[src/rtl/pid_output_limiter_if.sv]
// -----------------------------------------------------------------------------
// pid_output_limiter_if
// Sample stream between the PID/transfer-function core and the output limiter.
//   sta       : one-cycle start-of-step pulse (producer -> limiter)
//   in_valid  : din carries a channel sample (producer -> limiter)
//   din       : IEEE-754 single sample (producer -> limiter)
//   y         : clamped sample (limiter -> consumer)
//   out_valid : y, ch_idx and flags are valid (limiter -> consumer)
//   ch_idx    : channel index of y (limiter -> consumer)
//   sat_hi    : sample clamped to the upper limit
//   sat_lo    : sample clamped to the lower limit, or was NaN
//   nan_err   : sticky NaN indicator, cleared only by reset
//   sat_cnt   : saturated-sample count of the last completed step
//   done_sig  : one-cycle pulse with the last sample of a step
// Modports: master = sample producer / result consumer side, slave = limiter.
// -----------------------------------------------------------------------------
interface pid_output_limiter_if #(
  parameter int CH_W = 6
);
  logic            sta;
  logic            in_valid;
  logic [31:0]     din;
  logic [31:0]     y;
  logic            out_valid;
  logic [CH_W-1:0] ch_idx;
  logic            sat_hi;
  logic            sat_lo;
  logic            nan_err;
  logic [15:0]     sat_cnt;
  logic            done_sig;

  modport master (
    output sta, in_valid, din,
    input  y, out_valid, ch_idx, sat_hi, sat_lo, nan_err, sat_cnt, done_sig
  );

  modport slave (
    input  sta, in_valid, din,
    output y, out_valid, ch_idx, sat_hi, sat_lo, nan_err, sat_cnt, done_sig
  );
endinterface

[src/rtl/pid_output_limiter.sv]
// -----------------------------------------------------------------------------
// pid_output_limiter
// Clamps the serial stream of IEEE-754 single-precision PID outputs (one per
// wind-turbine channel per solver step) to [LO, HI], tags each sample with its
// channel index, flags saturation / NaN and pulses done_sig with the last
// channel of a step. Two-cycle pipeline, one sample per cycle, bubbles allowed.
// Ports:
//   clk : system clock
//   rst : synchronous active-high reset
//   bus : pid_output_limiter_if.slave (sta/in_valid/din in, results out)
// -----------------------------------------------------------------------------
module pid_output_limiter #(
  parameter int          N_CH = 32,
  parameter int          CH_W = 6,
  parameter logic [31:0] HI   = 32'h3F800000,
  parameter logic [31:0] LO   = 32'hBF800000
) (
  input  logic                 clk,
  input  logic                 rst,
  pid_output_limiter_if.slave  bus
);

  // Monotonic unsigned ordering key for IEEE-754 singles. Both zeros map to the
  // same key so that -0 and +0 compare equal; every other value orders naturally.
  function automatic logic [31:0] f_key(input logic [31:0] b);
    logic [31:0] k;
    if (b[30:0] == 31'd0) begin
      k = 32'h8000_0000;
    end else if (b[31]) begin
      k = ~b;
    end else begin
      k = {1'b1, b[30:0]};
    end
    return k;
  endfunction

  localparam logic [31:0]     KEY_HI  = f_key(HI);
  localparam logic [31:0]     KEY_LO  = f_key(LO);
  localparam logic [CH_W-1:0] LAST_CH = CH_W'(N_CH - 1);

  typedef enum logic [1:0] {
    S_IDLE  = 2'd0,
    S_RUN   = 2'd1,
    S_FLUSH = 2'd2
  } state_t;

  state_t          r_state;
  state_t          w_state_next;
  logic [CH_W-1:0] r_ch_cnt;
  logic [CH_W-1:0] w_ch_next;
  logic [CH_W-1:0] w_cur_ch;
  logic            w_accept;
  logic            w_last;

  // Stage 1
  logic            r_s1_valid;
  logic            r_s1_nan;
  logic            r_s1_last;
  logic [31:0]     r_s1_din;
  logic [31:0]     r_s1_key;
  logic [CH_W-1:0] r_s1_ch;
  logic [31:0]     w_din_key;
  logic            w_din_nan;

  // Stage 2 / outputs
  logic [31:0]     r_y;
  logic            r_out_valid;
  logic [CH_W-1:0] r_ch_idx;
  logic            r_sat_hi;
  logic            r_sat_lo;
  logic            r_nan_err;
  logic            r_done;
  logic [15:0]     r_run_cnt;
  logic [15:0]     r_sat_cnt;

  logic            w_gt_hi;
  logic            w_lt_lo;
  logic            w_sat_hi;
  logic            w_sat_lo;
  logic [31:0]     w_y;
  logic            w_sat_any;
  logic [15:0]     w_run_inc;
  logic            w_done_set;

  // ---------------------------------------------------------------------------
  // Acceptance and channel numbering
  // ---------------------------------------------------------------------------
  // A start pulse opens a step on the same cycle, so a sample arriving together
  // with sta is taken as channel 0 whatever state the FSM is in.
  assign w_accept = bus.in_valid && (bus.sta || (r_state == S_RUN));
  assign w_cur_ch = bus.sta ? '0 : r_ch_cnt;
  assign w_last   = w_accept && (w_cur_ch == LAST_CH);

  // ---------------------------------------------------------------------------
  // FSM
  // ---------------------------------------------------------------------------
  always_ff @(posedge clk) begin
    if (rst) begin
      r_state  <= S_IDLE;
      r_ch_cnt <= '0;
    end else begin
      r_state  <= w_state_next;
      r_ch_cnt <= w_ch_next;
    end
  end

  always_comb begin
    w_state_next = r_state;
    w_ch_next    = r_ch_cnt;

    if (bus.sta) begin
      w_ch_next = '0;
    end
    if (w_accept) begin
      w_ch_next = w_cur_ch + 1'b1;
    end

    case (r_state)
      S_IDLE: begin
        if (bus.sta) begin
          w_state_next = S_RUN;
        end
      end
      S_RUN: begin
        w_state_next = S_RUN;
      end
      S_FLUSH: begin
        // r_done is high on the cycle the last sample is presented.
        if (bus.sta) begin
          w_state_next = S_RUN;
        end else if (r_done) begin
          w_state_next = S_IDLE;
        end
      end
      default: begin
        w_state_next = S_IDLE;
      end
    endcase

    if (w_last) begin
      w_state_next = S_FLUSH;
    end
  end

  // ---------------------------------------------------------------------------
  // Stage 1: ordering key and NaN detect
  // ---------------------------------------------------------------------------
  assign w_din_key = f_key(bus.din);
  assign w_din_nan = (bus.din[30:23] == 8'hFF) && (bus.din[22:0] != 23'd0);

  always_ff @(posedge clk) begin
    if (rst) begin
      r_s1_valid <= 1'b0;
      r_s1_nan   <= 1'b0;
      r_s1_last  <= 1'b0;
      r_s1_din   <= 32'h0;
      r_s1_key   <= 32'h0;
      r_s1_ch    <= '0;
    end else begin
      r_s1_valid <= w_accept;
      if (w_accept) begin
        r_s1_nan  <= w_din_nan;
        r_s1_last <= w_last;
        r_s1_din  <= bus.din;
        r_s1_key  <= w_din_key;
        r_s1_ch   <= w_cur_ch;
      end
    end
  end

  // ---------------------------------------------------------------------------
  // Stage 2: compare / select, counters, outputs
  // ---------------------------------------------------------------------------
  assign w_gt_hi  = r_s1_key > KEY_HI;
  assign w_lt_lo  = r_s1_key < KEY_LO;
  // NaN keys are meaningless, so NaN overrides both compares and goes low.
  assign w_sat_hi = !r_s1_nan && w_gt_hi;
  assign w_sat_lo = r_s1_nan || w_lt_lo;

  always_comb begin
    w_y = r_s1_din;
    if (w_sat_lo) begin
      w_y = LO;
    end else if (w_sat_hi) begin
      w_y = HI;
    end
  end

  assign w_sat_any  = r_s1_valid && (w_sat_hi || w_sat_lo);
  assign w_run_inc  = (w_sat_any && (r_run_cnt != 16'hFFFF)) ? (r_run_cnt + 16'd1) : r_run_cnt;
  // The last-channel tag travels with the sample, so a start pulse arriving
  // while it is still in flight does not cancel the step's completion.
  assign w_done_set = r_s1_valid && r_s1_last;

  always_ff @(posedge clk) begin
    if (rst) begin
      r_y         <= 32'h0;
      r_out_valid <= 1'b0;
      r_ch_idx    <= '0;
      r_sat_hi    <= 1'b0;
      r_sat_lo    <= 1'b0;
      r_nan_err   <= 1'b0;
      r_done      <= 1'b0;
      r_run_cnt   <= 16'h0;
      r_sat_cnt   <= 16'h0;
    end else begin
      r_out_valid <= r_s1_valid;
      r_done      <= w_done_set;
      if (r_s1_valid) begin
        r_y       <= w_y;
        r_ch_idx  <= r_s1_ch;
        r_sat_hi  <= w_sat_hi;
        r_sat_lo  <= w_sat_lo;
        r_nan_err <= r_nan_err | r_s1_nan;
      end
      // Final count includes the last sample's own saturation; a start pulse
      // on the same edge begins the next step from zero.
      if (w_done_set) begin
        r_sat_cnt <= w_run_inc;
      end
      r_run_cnt <= bus.sta ? 16'h0 : w_run_inc;
    end
  end

  assign bus.y         = r_y;
  assign bus.out_valid = r_out_valid;
  assign bus.ch_idx    = r_ch_idx;
  assign bus.sat_hi    = r_sat_hi;
  assign bus.sat_lo    = r_sat_lo;
  assign bus.nan_err   = r_nan_err;
  assign bus.sat_cnt   = r_sat_cnt;
  assign bus.done_sig  = r_done;

endmodule

[src/flat_wrapper.sv]
// flat-port wrapper written by rule: the top's interface ports become plain ports
module pid_output_limiter_flat 
#(
  parameter int          N_CH = 32,
  parameter int          CH_W = 6,
  parameter logic [31:0] HI   = 32'h3F800000,
  parameter logic [31:0] LO   = 32'hBF800000
)
  (clk, rst, bus_sta, bus_in_valid, bus_din, bus_y, bus_out_valid, bus_ch_idx, bus_sat_hi, bus_sat_lo, bus_nan_err, bus_sat_cnt, bus_done_sig);
  pid_output_limiter_if #(.CH_W(CH_W)) bus_i ();
  input  logic clk;
  input  logic rst;
  input wire logic [$bits(bus_i.sta)-1:0] bus_sta;
  input wire logic [$bits(bus_i.in_valid)-1:0] bus_in_valid;
  input wire logic [$bits(bus_i.din)-1:0] bus_din;
  output wire logic [$bits(bus_i.y)-1:0] bus_y;
  output wire logic [$bits(bus_i.out_valid)-1:0] bus_out_valid;
  output wire logic [$bits(bus_i.ch_idx)-1:0] bus_ch_idx;
  output wire logic [$bits(bus_i.sat_hi)-1:0] bus_sat_hi;
  output wire logic [$bits(bus_i.sat_lo)-1:0] bus_sat_lo;
  output wire logic [$bits(bus_i.nan_err)-1:0] bus_nan_err;
  output wire logic [$bits(bus_i.sat_cnt)-1:0] bus_sat_cnt;
  output wire logic [$bits(bus_i.done_sig)-1:0] bus_done_sig;
  assign bus_i.sta = bus_sta;
  assign bus_i.in_valid = bus_in_valid;
  assign bus_i.din = bus_din;
  assign bus_y = bus_i.y;
  assign bus_out_valid = bus_i.out_valid;
  assign bus_ch_idx = bus_i.ch_idx;
  assign bus_sat_hi = bus_i.sat_hi;
  assign bus_sat_lo = bus_i.sat_lo;
  assign bus_nan_err = bus_i.nan_err;
  assign bus_sat_cnt = bus_i.sat_cnt;
  assign bus_done_sig = bus_i.done_sig;
  pid_output_limiter #(.N_CH(N_CH), .CH_W(CH_W), .HI(HI), .LO(LO)) u_core (.clk(clk), .rst(rst), .bus(bus_i));
endmodule
[config.mk]
export PLATFORM = sky130hd
export DESIGN_NAME = pid_output_limiter_flat
export DESIGN_NICKNAME = d
export VERILOG_FILES = /design/src/rtl/pid_output_limiter_if.sv /design/src/rtl/pid_output_limiter.sv /design/src/flat_wrapper.sv
export SDC_FILE = /design/constraint.sdc
export NUM_CORES = 1
export LEC_CHECK = 0
export BUFFER_PORTS_ARGS = -buffer_cell sky130_fd_sc_hd__buf_2
export CORE_UTILIZATION = 29
export CTS_BUF_LIST = sky130_fd_sc_hd__clkbuf_8
export CTS_CLUSTER_SIZE = 20
export DETAILED_ROUTE_END_ITERATION = 8
export GPL_TIMING_DRIVEN = 0
export SYNTH_ARGS = -nofsm -noshare
export SYNTH_HDL_FRONTEND = slang
export SYNTH_SLANG_ARGS = --single-unit
[constraint.sdc]
create_clock -name clk -period 2.82 [get_ports clk]
set_clock_uncertainty 0.2 [all_clocks]
set_input_delay 0.564 -clock clk [delete_from_list [all_inputs] [get_ports clk]]
set_output_delay 0.564 -clock clk [all_outputs]
set_load 0.05 [all_outputs]
==> qor.csv <==
stage,metric,value,unit
cts,clk_latency,460,ps
floorplanning,fp.dieH,149.9,µm
timing,min_period,2742,ps
worst_setup_path,worstPathMaxFanout,6,
worst_setup_path,reg2reg_from,u_core.r_s1_key[31],
floorplanning,initial_core_util,29.91,%
logic_synthesis,async_flop_share,0,%
floorplanning,die_w,149.9,µm
global_routing,grt_pass1_vias,5441,
routing,ant_nets,0,
worst_setup_path,worstPathArrival,2900,ps
worst_setup_path,ff2ff_setup_slack,80,ps
run_status,run_status,"finished, final reports clean",
power_and_ir_drop,powerDensity,584.6,mW/mm²
logic_synthesis,yosysWarnings,0,
logic_synthesis,synth_fp_nets,793,
min_path,hold_depth,3,
worst_setup_path,r2r_end,u_core.bus.sat_cnt[3],
worst_setup_path,path_cells,"or4_4, o221a_4, or3_4, o22a_1, or3_1, a311oi_1",
logic_synthesis,synth_edf_count,0,
worst_setup_path,path_class,register to register,
routing,drt-total-wl,17900,µm
logic_synthesis,avgSynthCellArea,8.405,µm²
logic_synthesis,synth_cell_types,54,
worst_setup_path,slowest_delay,600,ps
routing,drt_iter0_drc,397,
logic_synthesis,yosysTopAreaCellShare,49.21,%
global_routing,grt_max_degree,17,
cts,cts_inserted_buffers,17,
worst_setup_path,crit_buf_inv,0,
floorplanning,die_area,0.02248,mm²
run,cap_violations,0,
final_layout,fillers,2258,
min_path,hp-start,bus_din[16],
logic_synthesis,synth_cells,755,
final_layout,seq_area,0.003123,mm²
routing,drc_errors,0,
logic_synthesis,synth_top_cell_by_area,dfxtp_1,
timing,hold_viol,0,
placement,dp.final_hpwl,13160,µm
global_routing,antenna_found_initial,0,
routing,dr.pass1.iters,4,
timing,fin_ws,78.31,ps
final_layout,diodes,0,
final_layout,multi_input_area,0.003039,mm²
cts,clockBufferDepth,2,
global_routing,grt_usage,16.39,%
floorplanning,core_area,0.02122,mm²
final_layout,final_common_cell,dfxtp_1,
routing,viasPerCell,4.922,
cts,root_buffer,clkbuf_8,
global_routing,grt_pass1_wl,28320,µm
placement,pre_cts_ws,-146.7,ps
floorplanning,rows,53,
global_routing,overflow,0,
timing,hold_ws,173.8,ps
cts,h-tree-depth,4,
worst_setup_path,r2r_cells,6,
logic_synthesis,synth_area_leaders,"dfxtp_1, nand2_1, nor2_1",
logic_synthesis,ys_ff_latch,156,
cts,clkSinkCount,156,
final_layout,drive_gt1_share,16.63,%
timing,rsz0062_at_grt,false,
floorplanning,ios,95,
worst_setup_path,cp.required,2980,ps
timing,slew_headroom,43.21,%
final_layout,syn2layout_area_growth,20.19,%
cts,cts.hold.buffers_added,0,
cts,clkTransAtPathRegs,90,ps
power_and_ir_drop,p_leak,2.869,nW
timing,drv_slew,0,
logic_synthesis,syn-cell-area,0.006346,mm²
power_and_ir_drop,vdd_drop_max,281.5,µV
cts,tritoncts,yes,
logic_synthesis,seq_area_frac_synth,49.21,%
routing,wl_per_cell,15.44,µm
timing,setup_viol,0,
timing,fmax,364.7,MHz
final_layout,layout_common_cells,"dfxtp_1, nand2_1, buf_2",
routing,vias,5705,
placement,place_congestion,0.8414,
min_path,hp-class,input port to register,
min_path,min_to,u_core.r_s1_din[16],
final_layout,nNetsFinal,909,
placement,numPortBuffers,92,
worst_setup_path,slowest_stage,or4_4,
worst_setup_path,cp-end-kind,register,
worst_setup_path,cp-start-kind,register,
logic_synthesis,synth_ff_type,dfxtp_1,
timing,fin_crit_sh,97.22,%
timing,worst_pin_slew,846.2,ps
worst_setup_path,crit_family,simple AND/OR/NAND/NOR gates,
-- worst max path at each step --
| stage | from | end | depth (start not counted) | slack [ps] |
|---|---|---|---|---|
| floorplan | u_core.r_s1_key[31] | u_core.bus.sat_cnt[3] | 6 | 280 |
| global placement | u_core.r_s1_key[31] | u_core.bus.y[17] | 8 | -150 |
| detailed placement | u_core.r_s1_key[31] | u_core.bus.y[0] | 8 | -150 |
| CTS | u_core.r_run_cnt[5] | u_core.bus.sat_cnt[5] | 7 | 20 |
| global route | u_core.r_s1_key[31] | u_core.bus.sat_cnt[3] | 6 | 20 |
| finish | u_core.r_s1_key[31] | u_core.bus.sat_cnt[3] | 6 | 80 |
-- layer usage --
layer	up-vias	GRT usage, %	share of wire, %
met2	136	26.83	46
met5	-	0	0
met4	0	5.556	1.4
li1	2859	-	-
met1	2691	20.52	47
met3	19	4.695	5.9
-- state kept, by name (all words and copies together), names as in the netlist --
name and count:
u_core.r_s1_key 32, u_core.r_s1_nan 1, u_core.r_s1_din 32, u_core.r_s1_ch 6, u_core.bus.ch_idx 6, u_core.bus.nan_err 1, u_core.bus.sat_lo 1, u_core.bus.sat_hi 1
u_core.bus.sat_cnt 16, u_core.r_run_cnt 16, u_core.r_s1_last 1, u_core.r_s1_valid 1, u_core.r_state 2, u_core.bus.done_sig 1, u_core.bus.y 32, u_core.bus.out_valid 1
u_core.r_ch_cnt 6
-- power by group --
group | internal, W | total (W) | switching, W
logic | 0.000143 | 0.000435 | 0.000292
registers | 0.00228 | 0.00234 | 0.0000594
clock network | 0.000756 | 0.00169 | 0.000933
total | 0.00317 | 0.00446 | 0.00128
-- stage by stage --
step           std cells  instance area (µm²)  total power (W)  util, %  TNS (ps)
6_report            1159                 7627         0.004459    35.94         0
2_1_floorplan        755                 6346         0.002654        -         0
3_5_place_dp        1122                 7151         0.002814    33.70     -2312
4_1_cts             1155                 7565         0.004507    35.65         0
3_3_place_gp        1122                 7151         0.002810    33.70     -2747
5_1_grt             1159                 7627         0.004658    35.94         0
-- cells in the mapped netlist (4+ instances only) --
library cell and n:
a21oi_1 55, a22oi_1 24, and2_1 4, and3_1 14, clkbuf_1 45, dfxtp_1 156
inv_1 6, mux2i_1 10, nand2_1 129, nand2b_1 5, nand3_1 15, nand4_1 16
nor2_1 91, nor3_1 14, nor4_1 21, o2111ai_1 6, o21ai_0 40, or3_1 5
xnor2_1 37, xor2_1 7
-- worst reg2reg max path, delay by kind of cell (launching register included) --
kind / cells / cell delay [ps]
flops: 1 / 390
compound gates: 3 / 740
simple gates: 3 / 1320
-- area by class of cell --
class / count / area share, %
Buffer: 51 / 2.625
Clock buffer: 18 / 3.248
Clock inverter: 14 / 2.001
Inverter: 6 / 0.2953
Multi-Input combinational cell: 542 / 39.85
Sequential cell: 156 / 40.94
Tap cell: 275 / 4.511
Timing Repair Buffer: 97 / 6.529
-- cells by family after synthesis --
family	synth area share, %
muxes	1.755
xor gates and xnor gates	6.073
and+or+nand+nor	24.31
AOI/OAI and AO/OA	14.83
DFF	49.21
buffers and inverters	3.430
adders and majority gates	0.3943
-- what timing repair did --
action / CTS / global route
resized for setup: 1 / 8
endpoints found under the setup margin: 20 / 26
hold endpoints to repair: 0 / 0
pin swaps: 1 / 2
buffers inserted: 1 / 4
Power figures use the tool's default switching activity.
